`config.mk`:
```
export PLATFORM = sky130hd
export DESIGN_NAME = wave_synth_dds_flat
export DESIGN_NICKNAME = d
export VERILOG_FILES = /design/src/rtl/wave_synth_dds_if.sv /design/src/rtl/wave_synth_dds.sv /design/src/flat_wrapper.sv
export SDC_FILE = /design/constraint.sdc
export NUM_CORES = 1
export LEC_CHECK = 0
export ABC_AREA = 0
export CAP_MARGIN = 20
export CORE_MARGIN = 2
export CORE_UTILIZATION = 55
export DETAILED_ROUTE_END_ITERATION = 8
export PLACE_DENSITY = 0.74
export SETUP_SLACK_MARGIN = 0.15
export SLEW_MARGIN = 20
export SYNTH_ARGS = -nofsm -noshare
export SYNTH_HDL_FRONTEND = slang
export SYNTH_SLANG_ARGS = --single-unit
```
`constraint.sdc`:
```
create_clock -name clk100 -period 7.62 [get_ports clk100]
set_input_delay 1.524 -clock clk100 [delete_from_list [all_inputs] [get_ports clk100]]
set_output_delay 1.524 -clock clk100 [all_outputs]
set_load 0.03 [all_outputs]
```
`src/rtl/wave_synth_dds_if.sv`:
```
// Control/sample bus of the DDS waveform generator.
// freq_load is a one-cycle request taken only in a cycle where busy is low; requests seen while busy is high are dropped.
interface wave_synth_dds_if;
   logic [3:0]  fre_num_u;
   logic [3:0]  fre_num_d;
   logic [3:0]  fre_num_h;
   logic [3:0]  fre_num_t;
   logic [3:0]  fre_num_m;
   logic [3:0]  fre_num_l;
   logic        freq_load;
   logic [1:0]  wave_sel;
   logic [7:0]  data_out;
   logic        sync;
   logic        busy;
   logic        bcd_err;
   logic [31:0] tw_out;
   logic [2:0]  dbg_state;

   modport master (
      output fre_num_u, fre_num_d, fre_num_h, fre_num_t, fre_num_m, fre_num_l,
      output freq_load, wave_sel,
      input  data_out, sync, busy, bcd_err, tw_out, dbg_state
   );

   modport slave (
      input  fre_num_u, fre_num_d, fre_num_h, fre_num_t, fre_num_m, fre_num_l,
      input  freq_load, wave_sel,
      output data_out, sync, busy, bcd_err, tw_out, dbg_state
   );
endinterface

```
`src/rtl/wave_synth_dds.sv`:
```
// DDS waveform generator: six BCD digits -> 32-bit tuning word (BCD-to-binary, shift-add
// multiply), phase accumulator and registered square/saw/triangle/DC sample output.
module wave_synth_dds #(
   parameter int unsigned TW_K                = 11258999,
   parameter int unsigned TW_SHIFT            = 18,
   parameter bit          PHASE_RESET_ON_LOAD = 1'b1
) (
   input  logic             clk100,
   input  logic             rst,
   wave_synth_dds_if.slave  bus
);

   typedef enum logic [2:0] {
      S_IDLE    = 3'd0,
      S_CHECK   = 3'd1,
      S_BCD2BIN = 3'd2,
      S_MUL     = 3'd3,
      S_APPLY   = 3'd4
   } state_t;

   localparam logic [44:0] TW_K45 = 45'(TW_K);

   state_t          state_q, state_d;
   logic [5:0][3:0] dig_q;
   logic [4:0]      cnt_q;
   logic [19:0]     f_q;
   logic [44:0]     mcand_q;
   logic [44:0]     product_q;
   logic [31:0]     tw_q;
   logic [31:0]     phase_q;
   logic            sync_q;
   logic            bcd_err_q;
   logic [7:0]      data_q;
   logic            digit_bad;
   logic [19:0]     f_times10;
   logic [32:0]     phase_sum;
   logic [7:0]      wave_d;

   always_comb begin
      digit_bad = 1'b0;
      for (int i = 0; i < 6; i++) begin
         if (dig_q[i] > 4'd9) digit_bad = 1'b1;
      end
   end

   // dig_q[0] holds the lac digit, so the conversion walks indices 0..5 MSD first.
   assign f_times10 = {f_q[16:0], 3'b000} + {f_q[18:0], 1'b0} + {16'd0, dig_q[cnt_q[2:0]]};

   always_ff @(posedge clk100 or negedge rst) begin
      if (!rst) state_q <= S_IDLE;
      else      state_q <= state_d;
   end

   always_comb begin
      state_d = state_q;
      case (state_q)
         S_IDLE:    if (bus.freq_load) state_d = S_CHECK;
         S_CHECK:   state_d = digit_bad ? S_IDLE : S_BCD2BIN;
         S_BCD2BIN: if (cnt_q == 5'd5) state_d = S_MUL;
         S_MUL:     if (cnt_q == 5'd19) state_d = S_APPLY;
         S_APPLY:   state_d = S_IDLE;
         default:   state_d = S_IDLE;
      endcase
   end

   always_ff @(posedge clk100 or negedge rst) begin
      if (!rst) begin
         dig_q     <= '0;
         cnt_q     <= '0;
         f_q       <= '0;
         mcand_q   <= '0;
         product_q <= '0;
         tw_q      <= '0;
         bcd_err_q <= 1'b0;
      end else begin
         case (state_q)
            S_IDLE: begin
               if (bus.freq_load) begin
                  dig_q <= {bus.fre_num_u, bus.fre_num_d, bus.fre_num_h,
                            bus.fre_num_t, bus.fre_num_m, bus.fre_num_l};
               end
            end
            S_CHECK: begin
               if (digit_bad) begin
                  bcd_err_q <= 1'b1;
               end else begin
                  bcd_err_q <= 1'b0;
                  f_q       <= '0;
                  cnt_q     <= '0;
               end
            end
            S_BCD2BIN: begin
               f_q <= f_times10;
               if (cnt_q == 5'd5) begin
                  cnt_q     <= '0;
                  product_q <= '0;
                  mcand_q   <= TW_K45;
               end else begin
                  cnt_q <= cnt_q + 5'd1;
               end
            end
            S_MUL: begin
               // f is consumed LSB first; the multiplicand doubles alongside it.
               if (f_q[0]) product_q <= product_q + mcand_q;
               f_q     <= f_q >> 1;
               mcand_q <= mcand_q << 1;
               cnt_q   <= (cnt_q == 5'd19) ? 5'd0 : cnt_q + 5'd1;
            end
            S_APPLY: begin
               tw_q <= 32'(product_q >> TW_SHIFT);
            end
            default: ;
         endcase
      end
   end

   assign phase_sum = {1'b0, phase_q} + {1'b0, tw_q};

   always_ff @(posedge clk100 or negedge rst) begin
      if (!rst) begin
         phase_q <= '0;
         sync_q  <= 1'b0;
      end else if (PHASE_RESET_ON_LOAD && state_q == S_APPLY) begin
         phase_q <= '0;
         sync_q  <= 1'b0;
      end else begin
         phase_q <= phase_sum[31:0];
         sync_q  <= phase_sum[32];
      end
   end

   always_comb begin
      wave_d = 8'h00;
      case (bus.wave_sel)
         2'b00:   wave_d = phase_q[31] ? 8'h00 : 8'hFF;
         2'b01:   wave_d = phase_q[31:24];
         2'b10:   wave_d = phase_q[31] ? ~phase_q[30:23] : phase_q[30:23];
         default: wave_d = 8'h80;
      endcase
   end

   always_ff @(posedge clk100 or negedge rst) begin
      if (!rst) data_q <= 8'h00;
      else      data_q <= wave_d;
   end

   assign bus.data_out  = data_q;
   assign bus.sync      = sync_q;
   assign bus.busy      = (state_q != S_IDLE);
   assign bus.bcd_err   = bcd_err_q;
   assign bus.tw_out    = tw_q;
   assign bus.dbg_state = state_q;

endmodule
```
`src/flat_wrapper.sv`:
```
// flat-port wrapper written by rule: the top's interface ports become plain ports
module wave_synth_dds_flat 
#(
   parameter int unsigned TW_K                = 11258999,
   parameter int unsigned TW_SHIFT            = 18,
   parameter bit          PHASE_RESET_ON_LOAD = 1'b1
)
  (clk100, rst, bus_fre_num_u, bus_fre_num_d, bus_fre_num_h, bus_fre_num_t, bus_fre_num_m, bus_fre_num_l, bus_freq_load, bus_wave_sel, bus_data_out, bus_sync, bus_busy, bus_bcd_err, bus_tw_out, bus_dbg_state);
  wave_synth_dds_if bus_i ();
  input  logic clk100;
  input  logic rst;
  input wire logic [$bits(bus_i.fre_num_u)-1:0] bus_fre_num_u;
  input wire logic [$bits(bus_i.fre_num_d)-1:0] bus_fre_num_d;
  input wire logic [$bits(bus_i.fre_num_h)-1:0] bus_fre_num_h;
  input wire logic [$bits(bus_i.fre_num_t)-1:0] bus_fre_num_t;
  input wire logic [$bits(bus_i.fre_num_m)-1:0] bus_fre_num_m;
  input wire logic [$bits(bus_i.fre_num_l)-1:0] bus_fre_num_l;
  input wire logic [$bits(bus_i.freq_load)-1:0] bus_freq_load;
  input wire logic [$bits(bus_i.wave_sel)-1:0] bus_wave_sel;
  output wire logic [$bits(bus_i.data_out)-1:0] bus_data_out;
  output wire logic [$bits(bus_i.sync)-1:0] bus_sync;
  output wire logic [$bits(bus_i.busy)-1:0] bus_busy;
  output wire logic [$bits(bus_i.bcd_err)-1:0] bus_bcd_err;
  output wire logic [$bits(bus_i.tw_out)-1:0] bus_tw_out;
  output wire logic [$bits(bus_i.dbg_state)-1:0] bus_dbg_state;
  assign bus_i.fre_num_u = bus_fre_num_u;
  assign bus_i.fre_num_d = bus_fre_num_d;
  assign bus_i.fre_num_h = bus_fre_num_h;
  assign bus_i.fre_num_t = bus_fre_num_t;
  assign bus_i.fre_num_m = bus_fre_num_m;
  assign bus_i.fre_num_l = bus_fre_num_l;
  assign bus_i.freq_load = bus_freq_load;
  assign bus_i.wave_sel = bus_wave_sel;
  assign bus_data_out = bus_i.data_out;
  assign bus_sync = bus_i.sync;
  assign bus_busy = bus_i.busy;
  assign bus_bcd_err = bus_i.bcd_err;
  assign bus_tw_out = bus_i.tw_out;
  assign bus_dbg_state = bus_i.dbg_state;
  wave_synth_dds #(.TW_K(TW_K), .TW_SHIFT(TW_SHIFT), .PHASE_RESET_ON_LOAD(PHASE_RESET_ON_LOAD)) u_core (.clk100(clk100), .rst(rst), .bus(bus_i));
endmodule
```
Yosys cells after proc, flatten, opt, wreduce, memory -nomap -nowiden
Index checks and enable logic that the tools add are counted.
- register bits after elaboration: 211
- latch bits: 0
- memory bits (writable): 0
- ROM bits: 0
- output and inout port bits: 46
- memories: 0
- $add $sub $neg: 5
- multiply operators: 0
- div/mod/pow operators: 0
- $lt $le $gt $ge: 7
- equal/unequal tests: 13
- shift-type cells: 0
- mux-type cells: 30
- bitwise operators: 1
- reduce and logical (&&, ||, !) cells: 10
- operator list (operator ; count):
    45-bit one-hot mux with 2 select lines ; 2
    45-bit 2-to-1 mux ; 3
    20-bit one-hot mux with 3 select lines ; 1
    45-bit adder ; 1
    32-bit by 27-bit adder with 33-bit output ; 1
    32-bit 2-to-1 mux ; 1
    4-bit greater-than comparator (second input constant) ; 6
    8-bit one-hot mux with 3 select lines ; 1
    20-bit adder ; 1
    20-bit by 4-bit adder with 20-bit output ; 1
    20-bit 2-to-1 mux ; 1
    8-bit 2-to-1 mux ; 2
    5-bit 2-to-1 mux ; 3
    5-bit one-hot mux with 3 select lines ; 1
    4-bit binary-select mux with 3-bit select ; 1
    3-bit one-hot mux with 4 select lines ; 1
    3-bit 2-to-1 mux ; 3
    1-bit 2-to-1 mux ; 8
    8-bit NOT ; 1
    3-bit by 2-bit equality test with 1-bit output (second input constant) ; 2
    2-bit by 1-bit inequality test with 1-bit output (second input constant) ; 3
    2-bit AND reduction ; 3
    3-bit AND reduction ; 2
    3-bit nonzero test ; 2
    14 further kinds ; 15

Longest topological paths before layout
- word-level depth: 9
- mapped depth: 18
- mapped depth without buffers: 17

Least setup slack after synthesis
OpenSTA, ideal clock, no wires.
- path type: reg-to-reg
- start point: register u_core.cnt_q[0]
- end point: register u_core.f_q[19]
- arrival time: 4372 ps
- data required time: 7490 ps
- path slack: 3118 ps
- cell stages (with the launch flop): 17
- clock period less this slack: 4502 ps
- cell sequence: dfrtp_1 clkbuf_1 mux4_2 a21oi_1 fa_1 inv_1 ha_1 a21o_1 a21o_1 a2111oi_4 nor3_2 o31ai_4 o21ai_2 or4_1 a31oi_1 xnor2_1 o21ai_1
- longest elaborated chain between the ends: 4
- ends and longest elaborated chain (what ; RTL line ; RTL):
    start: declaration ; wave_synth_dds.sv:25 ; logic [4:0] cnt_q;
    start signal: assignment ; wave_synth_dds.sv:99 ; cnt_q <= cnt_q + 5'd1;
    start signal: assignment ; wave_synth_dds.sv:107 ; cnt_q <= (cnt_q == 5'd19) ? 5'd0 : cnt_q + 5'd1;
    4-bit binary-select mux with 3-bit select ; wave_synth_dds.sv:47 ; assign f_times10 = {f_q[16:0], 3'b000} + {f_q[18:0], 1'b0} + {16'd0, dig_q[cnt_q[2:0]]};
    4-bit 2-to-1 mux (not written as such) ; wave_synth_dds.sv:47 ;
    20-bit by 4-bit adder with 20-bit output ; wave_synth_dds.sv:47 ;
    20-bit one-hot mux with 3 select lines ; wave_synth_dds.sv:76 ; case (state_q)
    end signal: assignment ; wave_synth_dds.sv:93 ; f_q <= f_times10;
    end signal: assignment ; wave_synth_dds.sv:105 ; f_q <= f_q >> 1;
    end: declaration ; wave_synth_dds.sv:26 ; logic [19:0] f_q;
No other way between the ends. The select of a mux whose other input is x is not followed.
A chain may end at the register's enable or synchronous reset.

Worst setup path in the final report
Same ends and word-level chain as after synthesis.

==> out/results.ini <==
[min_path]
hold_class=register to register
whs_path_depth=2
min_to=u_core.product_q[17]
worstHoldStart=u_core.product_q[17]

[critical_path]
slowest_stage=dfrtp_1
start_kind=register
reg2reg_slack_ps=2980
reg2reg_from=u_core.cnt_q[0]
worstPathMaxFanout=12
r2r_cells=15
arrival_ps=5020
crit_required_ps=8000
path_class=register to register
worstPathCellList=mux4_2 > a21oi_1 > fa_1 > inv_1 > ha_1 > a21o_1 > a21o_1 > a2111oi_4 > nor3_2 > o31ai_4 > o21ai_2 > or4_1 > a31oi_1 > xnor2_1 > o21ai_1
r2r_end=u_core.f_q[19]
max_stage_delay_ps=720
endpoint_kind=register
crit_top_cell=a21o_1

[timing]
tns_ps=0
fmax_ghz=0.216
slew_viol_final=0
hold_viol_final=0
holdWs_ps=484
setup_violations=0
max-slew-margin-rel_pct=33.9
worst_slew_pin_slew_ps=992
final.min_clock_period_ps=4640
finClkSkew_ps=13.4
fin_crit_sh_pct=60.9
rsz0062_at_grt=false

[floorplan]
placementRows=56
start_util_pct=55.6
die_x_um=157
die_h_um=157
dieArea_um2=24700
ioPinCount=75
core-area_um2=23300

[global_routing]
grt_usage_pct=23.8
overflow=0
grt_max_degree=175
grt_pass1_wl_mm=48.8
antenna_found_initial=0
grt_pass1_vias=10226

[routing]
avgRoutedWirePerCell_um=16.0
drtIter0Drc=653
detail-route-antenna-nets=0
vias=10475
drt-total-wl_mm=29.1
drt_pre_antenna_iters=5
drc=0
via_per_inst=5.74

[clocking]
cts-root-buf=clkbuf_16
cts_tree=yes
post-cts-setup-buffers=0
htree_levels=1
clk_path_buf_depth=3
clock_latency_ps=520
cts.repair.resized=0
numCtsBuffers=25
hold_buffers=0
cts_sinks=211
path_clk_slew_ps=60

[synth]
yosys.area.top_type=dfrtp_1
syn_inst=1440
synth_warnings=0
ys_dominant_reg_cell=dfrtp_1
synth_edf_count=0
synth_seq_area_share_pct=40.8
synth.top_cell.area_share_pct=40.8
synth_area_um2=12900
async_flop_share_pct=100
synth_seq_cells=211
synth_area_leaders=dfrtp_1, ha_1, nand2_1
ys_types=70
synth_area_per_cell_um2=8.98

[placed_design]
gp_congestion=0.916
port_buffers=69
dp_cells=1785
dp_hpwl_mm=20.1

[power]
p_leak_uw=0.00709
peakVddDrop_uv=361
p_per_area_nw_per_um2=291

[run]
drv_cap=0

[cells_and_area]
syn2layout_area_growth_pct=13.5
drive_gt1_share_pct=6.24
mostFrequentLayoutCells=nand2_1, dfrtp_1, o21ai_0
final_common_cell=nand2_1
final_cells=1826
nets=1634
num_antenna_cells=0

[outcome]
status=finished clean

## where the power goes
group | total [uW] | switching (uW) | internal, uW
registers | 1580 | 226 | 1350
clock network | 1120 | 461 | 660
logic | 1570 | 874 | 699
total | 4270 | 1560 | 2710
## metrics by stage
| stage | instance area [um2] | worst slack [ps] | utilization [%] | power (uW) |
|---|---|---|---|---|
| 2_1_floorplan | 12900 | 3120 | - | 2770 |
| 3_3_place_gp | 13900 | 3030 | 59.8 | 3110 |
| 3_5_place_dp | 13900 | 2960 | 59.8 | 3160 |
| 4_1_cts | 14700 | 2950 | 63.1 | 4300 |
| 5_1_grt | 14700 | 2730 | 63.1 | 4560 |
| 6_report | 14700 | 2980 | 63.1 | 4270 |
## registers in the layout, summed over array words and instances, names as in the netlist
register,cells
u_core.bus.sync,1
u_core.mcand_q,45
u_core.cnt_q,5
u_core.bus.bcd_err,1
u_core.bus.data_out,8
u_core.product_q,45
u_core.bus.tw_out,27
u_core.bus.dbg_state,3
u_core.phase_q,32
u_core.dig_q,24
u_core.f_q,20
## cell usage after synthesis, types with 6 or more instances
library cell,count
ha_1,108
a22oi_1,11
nand2_1,282
xnor2_1,50
nand3_1,29
nor2_1,80
clkbuf_1,44
dfrtp_1,211
o31ai_1,6
and3_1,11
nor2b_1,18
o211ai_1,9
a21oi_1,88
a31oi_1,6
and2_1,7
o21ai_0,148
xor2_1,36
mux2_2,24
a211oi_1,12
o21a_1,10
nand2b_1,13
mux2i_1,9
inv_1,46
a21o_1,39
or3_1,13
o21bai_1,10
nor3_1,25
## layer usage
layer / track usage [%] / share of wire [%]
met2: 40.2 / 48
met4: 6.84 / 1.9
met5: 0 / 0
met3: 2.81 / 4.4
met1: 32.3 / 46
## kinds of logic (layout without fill, tap and decap cells)
logic type	count (synthesis)	count (layout)	share of synthesized area, %
other	1	5	0.0290
DFF	211	211	40.8
AOI/OAI and AO/OA	388	388	18.6
buffers and inverters	103	166	3.16
muxes	37	37	3.48
and+or+nand+nor	502	502	17.0
adders and majority gates	112	112	11.1
xor gates and xnor gates	86	86	5.83
## worst max-delay path: cells and delay by family, from the launching register on
family | cells | cell delay (ps)
and+or+nand+nor | 2 | 520
DFF | 1 | 720
xor gates and xnor gates | 1 | 140
AOI/OAI and AO/OA | 8 | 1760
muxes | 1 | 590
buffers and inverters | 1 | 80
adders and majority gates | 2 | 710
## worst max-delay path by stage
stage	from	end	slack (ps)	cells past startpoint
floorplan	u_core.cnt_q[0]	u_core.f_q[19]	3120	16
global placement	u_core.cnt_q[0]	u_core.f_q[19]	3030	15
detailed placement	u_core.cnt_q[0]	u_core.f_q[19]	2960	15
CTS	u_core.cnt_q[0]	u_core.f_q[19]	2950	15
global route	u_core.cnt_q[0]	u_core.f_q[19]	2730	15
finish	u_core.cnt_q[0]	u_core.f_q[19]	2980	15
## cell type report
| class | count | area, um2 |
|---|---|---|
| fill | 1928 | 8590 |
| sequential | 211 | 5280 |
| tap | 319 | 399 |
| clock buffer | 33 | 686 |
| multi-input combinational | 1130 | 7290 |
| clock inverter | 8 | 72.6 |
| inverter | 47 | 176 |
| timing repair buffer | 78 | 774 |
Note: power is estimated with default switching activity, not from simulation.
